--- src/rtl/barrel_shifter_unit_if.sv ---
// Operand, amount and result bundle for the three-lane barrel shift unit.
// The master drives operands and amounts; the slave (the shift unit) returns registered results.
interface barrel_shifter_unit_if #(
    parameter int WIDTH = 32,
    parameter int SHW   = 5
);
    logic [WIDTH-1:0] in_left_shift;
    logic [SHW-1:0]   shift_value_left_shift;
    logic [WIDTH-1:0] in_right_shift;
    logic [SHW-1:0]   shift_value_right_shift;
    logic [WIDTH-1:0] in_uni_shift;
    logic             left_shift_en;
    logic             right_shift_en;
    logic [SHW-1:0]   shift_value_uni_left_shift;
    logic [SHW-1:0]   shift_value_uni_right_shift;
    logic [WIDTH-1:0] out_left_shift;
    logic [WIDTH-1:0] out_right_shift;
    logic [WIDTH-1:0] out_uni_shift;

    modport master (
        output in_left_shift, shift_value_left_shift,
        output in_right_shift, shift_value_right_shift,
        output in_uni_shift, left_shift_en, right_shift_en,
        output shift_value_uni_left_shift, shift_value_uni_right_shift,
        input  out_left_shift, out_right_shift, out_uni_shift
    );

    modport slave (
        input  in_left_shift, shift_value_left_shift,
        input  in_right_shift, shift_value_right_shift,
        input  in_uni_shift, left_shift_en, right_shift_en,
        input  shift_value_uni_left_shift, shift_value_uni_right_shift,
        output out_left_shift, out_right_shift, out_uni_shift
    );
endinterface

--- src/rtl/barrel_shifter_unit.sv ---
// Registered 32-bit logical barrel shifter with independent left, right and universal lanes.
// Each lane is a log2-stage mux barrel; all results appear one cycle after sampling.
module barrel_shift_core #(
    parameter int WIDTH = 32,
    parameter int SHW   = 5,
    parameter bit LEFT  = 1'b1
) (
    input  logic [WIDTH-1:0] data,
    input  logic [SHW-1:0]   amount,
    output logic [WIDTH-1:0] result
);
    logic [WIDTH-1:0] stage [SHW+1];

    assign stage[0] = data;

    // Stage k moves the word by 2^k positions when amount bit k is set, zero-filling the vacated end.
    for (genvar k = 0; k < SHW; k++) begin : g_stage
        localparam int STEP = 1 << k;
        logic [WIDTH-1:0] moved;
        if (LEFT) begin : g_left
            assign moved = {stage[k][WIDTH-1-STEP:0], {STEP{1'b0}}};
        end else begin : g_right
            assign moved = {{STEP{1'b0}}, stage[k][WIDTH-1:STEP]};
        end
        assign stage[k+1] = amount[k] ? moved : stage[k];
    end

    assign result = stage[SHW];
endmodule

module barrel_shifter_unit #(
    parameter int WIDTH = 32,
    parameter int SHW   = 5
) (
    input logic                 clk,
    input logic                 rst,
    barrel_shifter_unit_if.slave bus
);
    logic [WIDTH-1:0] left_result;
    logic [WIDTH-1:0] right_result;
    logic [WIDTH-1:0] uni_left_result;
    logic [WIDTH-1:0] uni_right_input;
    logic [WIDTH-1:0] uni_right_result;
    logic [WIDTH-1:0] uni_result;

    barrel_shift_core #(.WIDTH(WIDTH), .SHW(SHW), .LEFT(1'b1)) left_lane (
        .data   (bus.in_left_shift),
        .amount (bus.shift_value_left_shift),
        .result (left_result)
    );

    barrel_shift_core #(.WIDTH(WIDTH), .SHW(SHW), .LEFT(1'b0)) right_lane (
        .data   (bus.in_right_shift),
        .amount (bus.shift_value_right_shift),
        .result (right_result)
    );

    barrel_shift_core #(.WIDTH(WIDTH), .SHW(SHW), .LEFT(1'b1)) uni_left_lane (
        .data   (bus.in_uni_shift),
        .amount (bus.shift_value_uni_left_shift),
        .result (uni_left_result)
    );

    // The right barrel of the universal lane sees the left-shifted word only when left is enabled,
    // so a disabled direction's amount can never reach the result.
    assign uni_right_input = bus.left_shift_en ? uni_left_result : bus.in_uni_shift;

    barrel_shift_core #(.WIDTH(WIDTH), .SHW(SHW), .LEFT(1'b0)) uni_right_lane (
        .data   (uni_right_input),
        .amount (bus.shift_value_uni_right_shift),
        .result (uni_right_result)
    );

    assign uni_result = bus.right_shift_en ? uni_right_result : uni_right_input;

    always_ff @(posedge clk) begin
        if (rst) begin
            bus.out_left_shift  <= '0;
            bus.out_right_shift <= '0;
            bus.out_uni_shift   <= '0;
        end else begin
            bus.out_left_shift  <= left_result;
            bus.out_right_shift <= right_result;
            bus.out_uni_shift   <= uni_result;
        end
    end
endmodule

--- src/flat_wrapper.sv ---
// flat-port wrapper written by rule: the top's interface ports become plain ports
module barrel_shifter_unit_flat 
#(
    parameter int WIDTH = 32,
    parameter int SHW   = 5
)
  (clk, rst, bus_in_left_shift, bus_shift_value_left_shift, bus_in_right_shift, bus_shift_value_right_shift, bus_in_uni_shift, bus_left_shift_en, bus_right_shift_en, bus_shift_value_uni_left_shift, bus_shift_value_uni_right_shift, bus_out_left_shift, bus_out_right_shift, bus_out_uni_shift);
  barrel_shifter_unit_if #(.WIDTH(WIDTH), .SHW(SHW)) bus_i ();
  input logic clk;
  input logic rst;
  input wire logic [$bits(bus_i.in_left_shift)-1:0] bus_in_left_shift;
  input wire logic [$bits(bus_i.shift_value_left_shift)-1:0] bus_shift_value_left_shift;
  input wire logic [$bits(bus_i.in_right_shift)-1:0] bus_in_right_shift;
  input wire logic [$bits(bus_i.shift_value_right_shift)-1:0] bus_shift_value_right_shift;
  input wire logic [$bits(bus_i.in_uni_shift)-1:0] bus_in_uni_shift;
  input wire logic [$bits(bus_i.left_shift_en)-1:0] bus_left_shift_en;
  input wire logic [$bits(bus_i.right_shift_en)-1:0] bus_right_shift_en;
  input wire logic [$bits(bus_i.shift_value_uni_left_shift)-1:0] bus_shift_value_uni_left_shift;
  input wire logic [$bits(bus_i.shift_value_uni_right_shift)-1:0] bus_shift_value_uni_right_shift;
  output wire logic [$bits(bus_i.out_left_shift)-1:0] bus_out_left_shift;
  output wire logic [$bits(bus_i.out_right_shift)-1:0] bus_out_right_shift;
  output wire logic [$bits(bus_i.out_uni_shift)-1:0] bus_out_uni_shift;
  assign bus_i.in_left_shift = bus_in_left_shift;
  assign bus_i.shift_value_left_shift = bus_shift_value_left_shift;
  assign bus_i.in_right_shift = bus_in_right_shift;
  assign bus_i.shift_value_right_shift = bus_shift_value_right_shift;
  assign bus_i.in_uni_shift = bus_in_uni_shift;
  assign bus_i.left_shift_en = bus_left_shift_en;
  assign bus_i.right_shift_en = bus_right_shift_en;
  assign bus_i.shift_value_uni_left_shift = bus_shift_value_uni_left_shift;
  assign bus_i.shift_value_uni_right_shift = bus_shift_value_uni_right_shift;
  assign bus_out_left_shift = bus_i.out_left_shift;
  assign bus_out_right_shift = bus_i.out_right_shift;
  assign bus_out_uni_shift = bus_i.out_uni_shift;
  barrel_shifter_unit #(.WIDTH(WIDTH), .SHW(SHW)) u_core (.clk(clk), .rst(rst), .bus(bus_i));
endmodule
--- config.mk ---
export PLATFORM = sky130hd
export DESIGN_NAME = barrel_shifter_unit_flat
export DESIGN_NICKNAME = d
export VERILOG_FILES = /design/src/rtl/barrel_shifter_unit_if.sv /design/src/rtl/barrel_shifter_unit.sv /design/src/flat_wrapper.sv
export SDC_FILE = /design/constraint.sdc
export NUM_CORES = 1
export LEC_CHECK = 0
export ABC_CLOCK_PERIOD_IN_PS = 9750
export CAP_MARGIN = 5
export CORE_MARGIN = 2
export CORE_UTILIZATION = 58
export CTS_BUF_LIST = sky130_fd_sc_hd__clkbuf_4 sky130_fd_sc_hd__clkbuf_8
export CTS_CLUSTER_DIAMETER = 100
export CTS_CLUSTER_SIZE = 8
export DETAILED_ROUTE_END_ITERATION = 7
export PLACE_DENSITY = 0.88
export SETUP_SLACK_MARGIN = 0.1
export SLEW_MARGIN = 0
export SYNTH_ARGS = -nofsm -noshare
export SYNTH_HDL_FRONTEND = slang
export SYNTH_HIERARCHICAL = 1
export SYNTH_SLANG_ARGS = --single-unit
--- constraint.sdc ---
create_clock -name clk -period 9.75 [get_ports clk]
set_input_delay 1.95 -clock clk [delete_from_list [all_inputs] [get_ports clk]]
set_output_delay 1.95 -clock clk [all_outputs]
set_load 0.005 [all_outputs]
==> results of run 1 <==
==> critical path, cell delays in order <==
cell and delay (ps):
clkdlybuf4s50_1 920, clkinv_1 870, mux2_2 550, a22oi_1 190
nand2_1 80, mux2_4 290, mux4_1 540, a222oi_1 660
and2_1 220, a211oi_1 40, nand2b_1 200, o211a_1 170
==> cell families (layout without fill, tap and decap cells) <==
family                 after synthesis  after routing  synth area share [%]
AND/OR/NAND/NOR                    318            318                 15.99
multiplexers                       264            264                 41.99
AO/OA/AOI/OAI                      234            234                 16.72
buffers and inverters              116            251                 7.117
flip-flops                          96             96                 18.19
other                                0              1                     0
==> per-stage QoR <==
| step | hold WS [ps] | std cells | setup WS, ps | total power [mW] |
|---|---|---|---|---|
| floorplan | 2151 | 1028 | 4625 | 0.8296 |
| global placement | 2573 | 1376 | 3160 | 1.025 |
| detailed placement | 2580 | 1376 | 3080 | 1.032 |
| CTS | 2167 | 1392 | 3492 | 1.301 |
| global route | 2193 | 1392 | 3266 | 1.365 |
| finish | 2163 | 1393 | 3349 | 1.315 |
==> sequential cells by signal (all words and copies together), names as in the netlist <==
name	cells
u_core/bus.out_left_shift	32
u_core/bus.out_right_shift	32
u_core/bus.out_uni_shift	32
==> cells in the mapped netlist (4+ instances only) <==
cell type / n / share of area [%]
inv_1: 7 / 0.25
and2_1: 6 / 0.36
nand4_1: 6 / 0.36
mux2_4: 30 / 4.3
nand3_1: 8 / 0.38
o211a_1: 32 / 3.0
a32o_1: 4 / 0.38
mux2_2: 64 / 6.8
dfxtp_1: 96 / 18
mux4_1: 30 / 7.5
a31oi_1: 6 / 0.36
o22ai_1: 20 / 1.2
o21ai_1: 6 / 0.28
a221o_1: 6 / 0.57
buf_1: 10 / 0.36
o211ai_1: 16 / 1.1
and3_1: 8 / 0.47
buf_6: 13 / 1.4
nor3_1: 12 / 0.57
nor2_1: 70 / 2.5
a222oi_1: 4 / 0.38
a22o_1: 4 / 0.33
nor2b_1: 72 / 4.3
clkbuf_1: 37 / 1.3
o21ai_0: 26 / 1.2
mux2i_1: 54 / 5.1
a2bb2oi_1: 6 / 0.50
a21oi_1: 22 / 1.0
nand4b_1: 4 / 0.33
o22a_1: 4 / 0.33
or2_2: 8 / 0.47
buf_2: 20 / 0.95
nand3b_1: 4 / 0.28
buf_4: 16 / 1.1
buf_12: 7 / 1.3
nor3b_1: 4 / 0.28
a22oi_1: 28 / 2.0
mux4_2: 86 / 18
nand2_1: 62 / 2.2
nand2b_1: 44 / 2.6
a211oi_1: 28 / 2.0
==> cell type report <==
cell class	instances	share of cell area (%)
flip-flops and latches	96	15.34
clock inverters	7	0.5794
multi-input cells	816	63.01
diodes	1	0.01998
repair buffers	224	17.44
clock buffers	9	0.9889
inverters	11	0.3296
well taps	229	2.287
==> per-layer routing <==
layer	track usage, %	vias to the layer above	routed length (um)
met1	44.92	4730	13250
met5	0	-	0
met4	13.13	0	1201
met3	5.525	89	3120
met2	56.62	702	16610
li1	-	4308	-
==> path summary, 6_finish.rpt <==
path	from	endpoint	slack, ps	cells past startpoint
worst max-delay path	bus_shift_value_uni_left_shift[2]	u_core/bus.out_uni_shift[20]$_SDFF_PP0_	3350	12
worst min-delay path	rst	u_core/bus.out_right_shift[8]$_SDFF_PP0_	2160	3
==> placed cells by master, fill, tap and decap left out, types with 32 or more instances in the layout <==
| cell type | n |
|---|---|
| mux2i_1 | 54 |
| dfxtp_1 | 96 |
| nand2b_1 | 44 |
| o211a_1 | 32 |
| nor2_1 | 70 |
| clkdlybuf4s50_1 | 208 |
| nor2b_1 | 72 |
| mux2_2 | 64 |
| nand2_1 | 62 |
| mux4_2 | 86 |
==> where the power goes <==
| group | leakage [nW] | switching (mW) | internal, mW |
|---|---|---|---|
| Sequential | 0.791 | 0.00896 | 0.420 |
| Combinational | 3.93 | 0.300 | 0.311 |
| Clock | 0.0966 | 0.174 | 0.100 |
| Total | 4.81 | 0.484 | 0.831 |
==> flow_summary.yaml, run 1 <==
yosys:
  netlist_instances: 1028
  syn_area_sq_um: 10570
  yosysWarnings: 6
  ys_ff_latch: 96
  avgSynthCellArea_sq_um: 10.28
  yosysSeqAreaShare_pct: 18.19
  synth_edf_count: 0
  synth_ff_type: "dfxtp_1"
  ys_types: 60
  synth_nets: 1148
  async_reset_ff_share_pct: 0
job:
  drv_cap: 0
global_routing:
  grt_first_pass_wirelength_um: 52700
  grt_pass1_vias: 9281
  grt_remaining_overflow: 0
  grt_use_total_pct: 34.07
  grt_antenna_before_repair: 1
  grt_max_degree: 66
drt:
  wire_per_inst_um: 24.54
  antenna_left: 0
  wl_um: 34190
  post-route-drc-count: 0
  vias_per_cell: 7.056
  dr.pass1.iters: 5
  vias: 9829
  detail_route.iter0.violations: 1286
floorplan:
  num_io_pins: 216
  coreArea_sq_um: 17900
  die_w_um: 139.0
  die_area_sq_um: 19310
  die_y_um: 139.0
  start_util_pct: 59.02
  placementRows: 49
layout:
  fill_cells: 1362
  regArea_sq_um: 1922
  finalNetCount: 1278
  area_growth_pct: 18.54
  final_util_pct: 69.97
  drive_gt1_share_pct: 19.78
  final_area_sq_um: 12530
  multiInputGateArea_sq_um: 7893
clock_tree:
  post_cts_resized: 0
  clk_path_buf_depth: 2
  h-tree-depth: 3
  clk_pin_slew_worst_paths_ps: 110
  cts_setup_buffers: 0
  numCtsBuffers: 9
  cts_num_sinks: 96
  cts_tree: "built"
  ctsHoldBuffers: 0
  clock-root-buffer: "clkbuf_8"
sta:
  period_needed_ps: 6401
  worstMarginPinSlew_ps: 1112
  setup_tns_ps: 0
  maxSlewHeadroom_pct: 25.84
  fmax_ghz: 0.1562
  setup_violations: 0
  drv_slew: 0
  hold_viol: 0
  fin_crit_sh_pct: 65.65
  rsz0062_at_grt: "false"
placed_design:
  hpwl_um: 25100
  gp_congestion: 0.9628
  dpl-instance-area_sq_um: 12330
  port_buffers: 215
outcome:
  outcome: "completed"
critical_path:
  worstPathMaxFanout: 25
  endpoint_kind: "register"
  cp-start-kind: "input pin"
  crit_arrival_ps: 6700
  cp_data_required_time_ps: 10050
  path_class: "input pin to register"
power:
  powerDensity_nw_per_um2: 105.0
  ir_worst_vdd_mv: 0.07482
  leakage_nw: 4.815
hold_path:
  hold_path_class: "input pin to register"
(Power assumes the default switching activity.)
==> run 2, diff against run 1 <==
--- a/config.mk
+++ b/config.mk
@@ -5,15 +5,15 @@
 export SDC_FILE = /design/constraint.sdc
 export NUM_CORES = 1
 export LEC_CHECK = 0
-export ABC_CLOCK_PERIOD_IN_PS = 9750
+export ABC_CLOCK_PERIOD_IN_PS = 6150
 export CAP_MARGIN = 5
 export CORE_MARGIN = 2
-export CORE_UTILIZATION = 58
+export CORE_UTILIZATION = 54
 export CTS_BUF_LIST = sky130_fd_sc_hd__clkbuf_4 sky130_fd_sc_hd__clkbuf_8
 export CTS_CLUSTER_DIAMETER = 100
 export CTS_CLUSTER_SIZE = 8
 export DETAILED_ROUTE_END_ITERATION = 7
-export PLACE_DENSITY = 0.88
+export PLACE_DENSITY = 0.82
 export SETUP_SLACK_MARGIN = 0.1
 export SLEW_MARGIN = 0
 export SYNTH_ARGS = -nofsm -noshare
==> constraint.sdc (replaced) <==
create_clock -name clk -period 6.15 [get_ports clk]
set_input_delay 1.23 -clock clk [delete_from_list [all_inputs] [get_ports clk]]
set_output_delay 1.23 -clock clk [all_outputs]
set_load 0.005 [all_outputs]
==> run 2 against run 1 <==
Critical path depth is 1 higher; worst hold slack worse by 710 ps; critical path type unchanged; largest cell class unchanged; clock power is 79% higher; highest routed layer unchanged.
==> flow_summary.yaml, run 2 (synthesized netlist as in run 1, its figures left out) <==
sta:
  period_needed_ps: 5263
  setup_violations: 0
  maxSlewHeadroom_pct: 18.02
  fin_crit_sh_pct: 85.58
  fmax_ghz: 0.1900
  setup_tns_ps: 0
  drv_slew: 0
  rsz0062_at_grt: "false"
  hold_viol: 0
  worstMarginPinSlew_ps: 1226
clock_tree:
  post_cts_resized: 0
  ctsHoldBuffers: 0
  cts_setup_buffers: 0
  clk_pin_slew_worst_paths_ps: 110
  clk_path_buf_depth: 2
  cts_num_sinks: 96
  cts_tree: "built"
  h-tree-depth: 3
  numCtsBuffers: 9
  clock-root-buffer: "clkbuf_8"
outcome:
  outcome: "completed"
layout:
  drive_gt1_share_pct: 20.39
  final_util_pct: 65.62
  regArea_sq_um: 1922
  final_area_sq_um: 12690
  largestRegisters: "u_core/bus.out_left_shift x32, u_core/bus.out_right_shift x32, u_core/bus.out_uni_shift x32"
  multiInputGateArea_sq_um: 7893
  fin_cells: 1438
  finalNetCount: 1287
  fill_cells: 1531
  mostFrequentLayoutCells: "208 x clkdlybuf4s50_1, 96 x dfxtp_1, 86 x mux4_2, 72 x nor2b_1, 70 x nor2_1"
  area_growth_pct: 20.08
  layout_commonest_cell: "clkdlybuf4s50_1"
hold_path:
  hold_path_class: "input pin to register"
  hold_depth: 3
placed_design:
  dp_cells: 1421
  gp_congestion: 1.009
  dpl-instance-area_sq_um: 12450
  port_buffers: 215
  hpwl_um: 24540
global_routing:
  grt_use_total_pct: 31.46
  grt-busiest-layer: "met2"
  grt_antenna_before_repair: 1
  grt_remaining_overflow: 0
  grt_pass1_vias: 9170
  grt_first_pass_wirelength_um: 50660
  grt_max_degree: 66
  grt_util_met3_pct: 5.665
  met1_usage_pct: 41.21
  grt_use_met2_pct: 51.33
critical_path:
  worstPathMaxFanout: 22
  cp_data_required_time_ps: 6430
  path_class: "input pin to register"
  endpoint_kind: "register"
  crit_arrival_ps: 5550
  cp-start-kind: "input pin"
floorplan:
  die_area_sq_um: 20700
  start_util_pct: 54.65
  die_y_um: 143.9
  placementRows: 51
  die_w_um: 143.9
  coreArea_sq_um: 19330
  num_io_pins: 216
power:
  leakage_nw: 4.880
  powerDensity_nw_per_um2: 168.5
  ir_worst_vdd_mv: 0.09486
  finalPower_mw: 2.138
drt:
  vias_per_cell: 6.801
  antenna_left: 0
  vias: 9780
  post-route-drc-count: 0
  wire_per_inst_um: 22.84
  detail_route.iter0.violations: 1093
  dr.pass1.iters: 5
  wl_um: 32840
job:
  drv_cap: 0
run 2: worst paths after layout:
kind                                     startpoint                                         to  slack [ps]
hold / removal                                  rst  u_core/bus.out_right_shift[16]$_SDFF_PP0_        1460
setup / recovery  bus_shift_value_uni_left_shift[1]    u_core/bus.out_uni_shift[11]$_SDFF_PP0_         890
run 2: routing by layer:
layer  wire (um)  up-vias
met5           0        -
met4        1311        0
met3        2783      100
met2       15840      622
met1       12910     4732
li1            -     4326
run 2: cell type report:
type | count | area share [%]
multi-input combinational | 816 | 62.20
clock buffer | 9 | 0.9762
sequential | 96 | 15.15
clock inverter | 7 | 0.8678
antenna | 1 | 0.01972
tap | 265 | 2.613
inverter | 11 | 0.3254
timing repair buffer | 233 | 17.85
run 2: power breakdown:
part / switching [mW] / total (mW) / internal (mW) / leakage (nW)
registers: 0.0125 / 0.678 / 0.665 / 0.791
logic: 0.470 / 0.968 / 0.498 / 3.98
clock network: 0.256 / 0.493 / 0.237 / 0.114
run 2: through the flow:
stage          setup WS, ps  hold WS, ps
3_5_place_dp          674.4         1863
6_report              886.6         1456
4_1_cts                1050         1452
2_1_floorplan          1745         1431
3_3_place_gp          785.1         1851
5_1_grt               815.6         1492
run 2: worst max-delay path: stages:
cell             delay, ps
clkdlybuf4s50_1        800
buf_12                 240
mux4_2                 520
mux2_2                 290
o21ai_0                160
o21ai_0                180
mux2_4                 340
mux4_2                 490
a222oi_1               670
a2bb2oi_1              230
o21ai_1                 80
nand2b_1               160
o211a_1                160
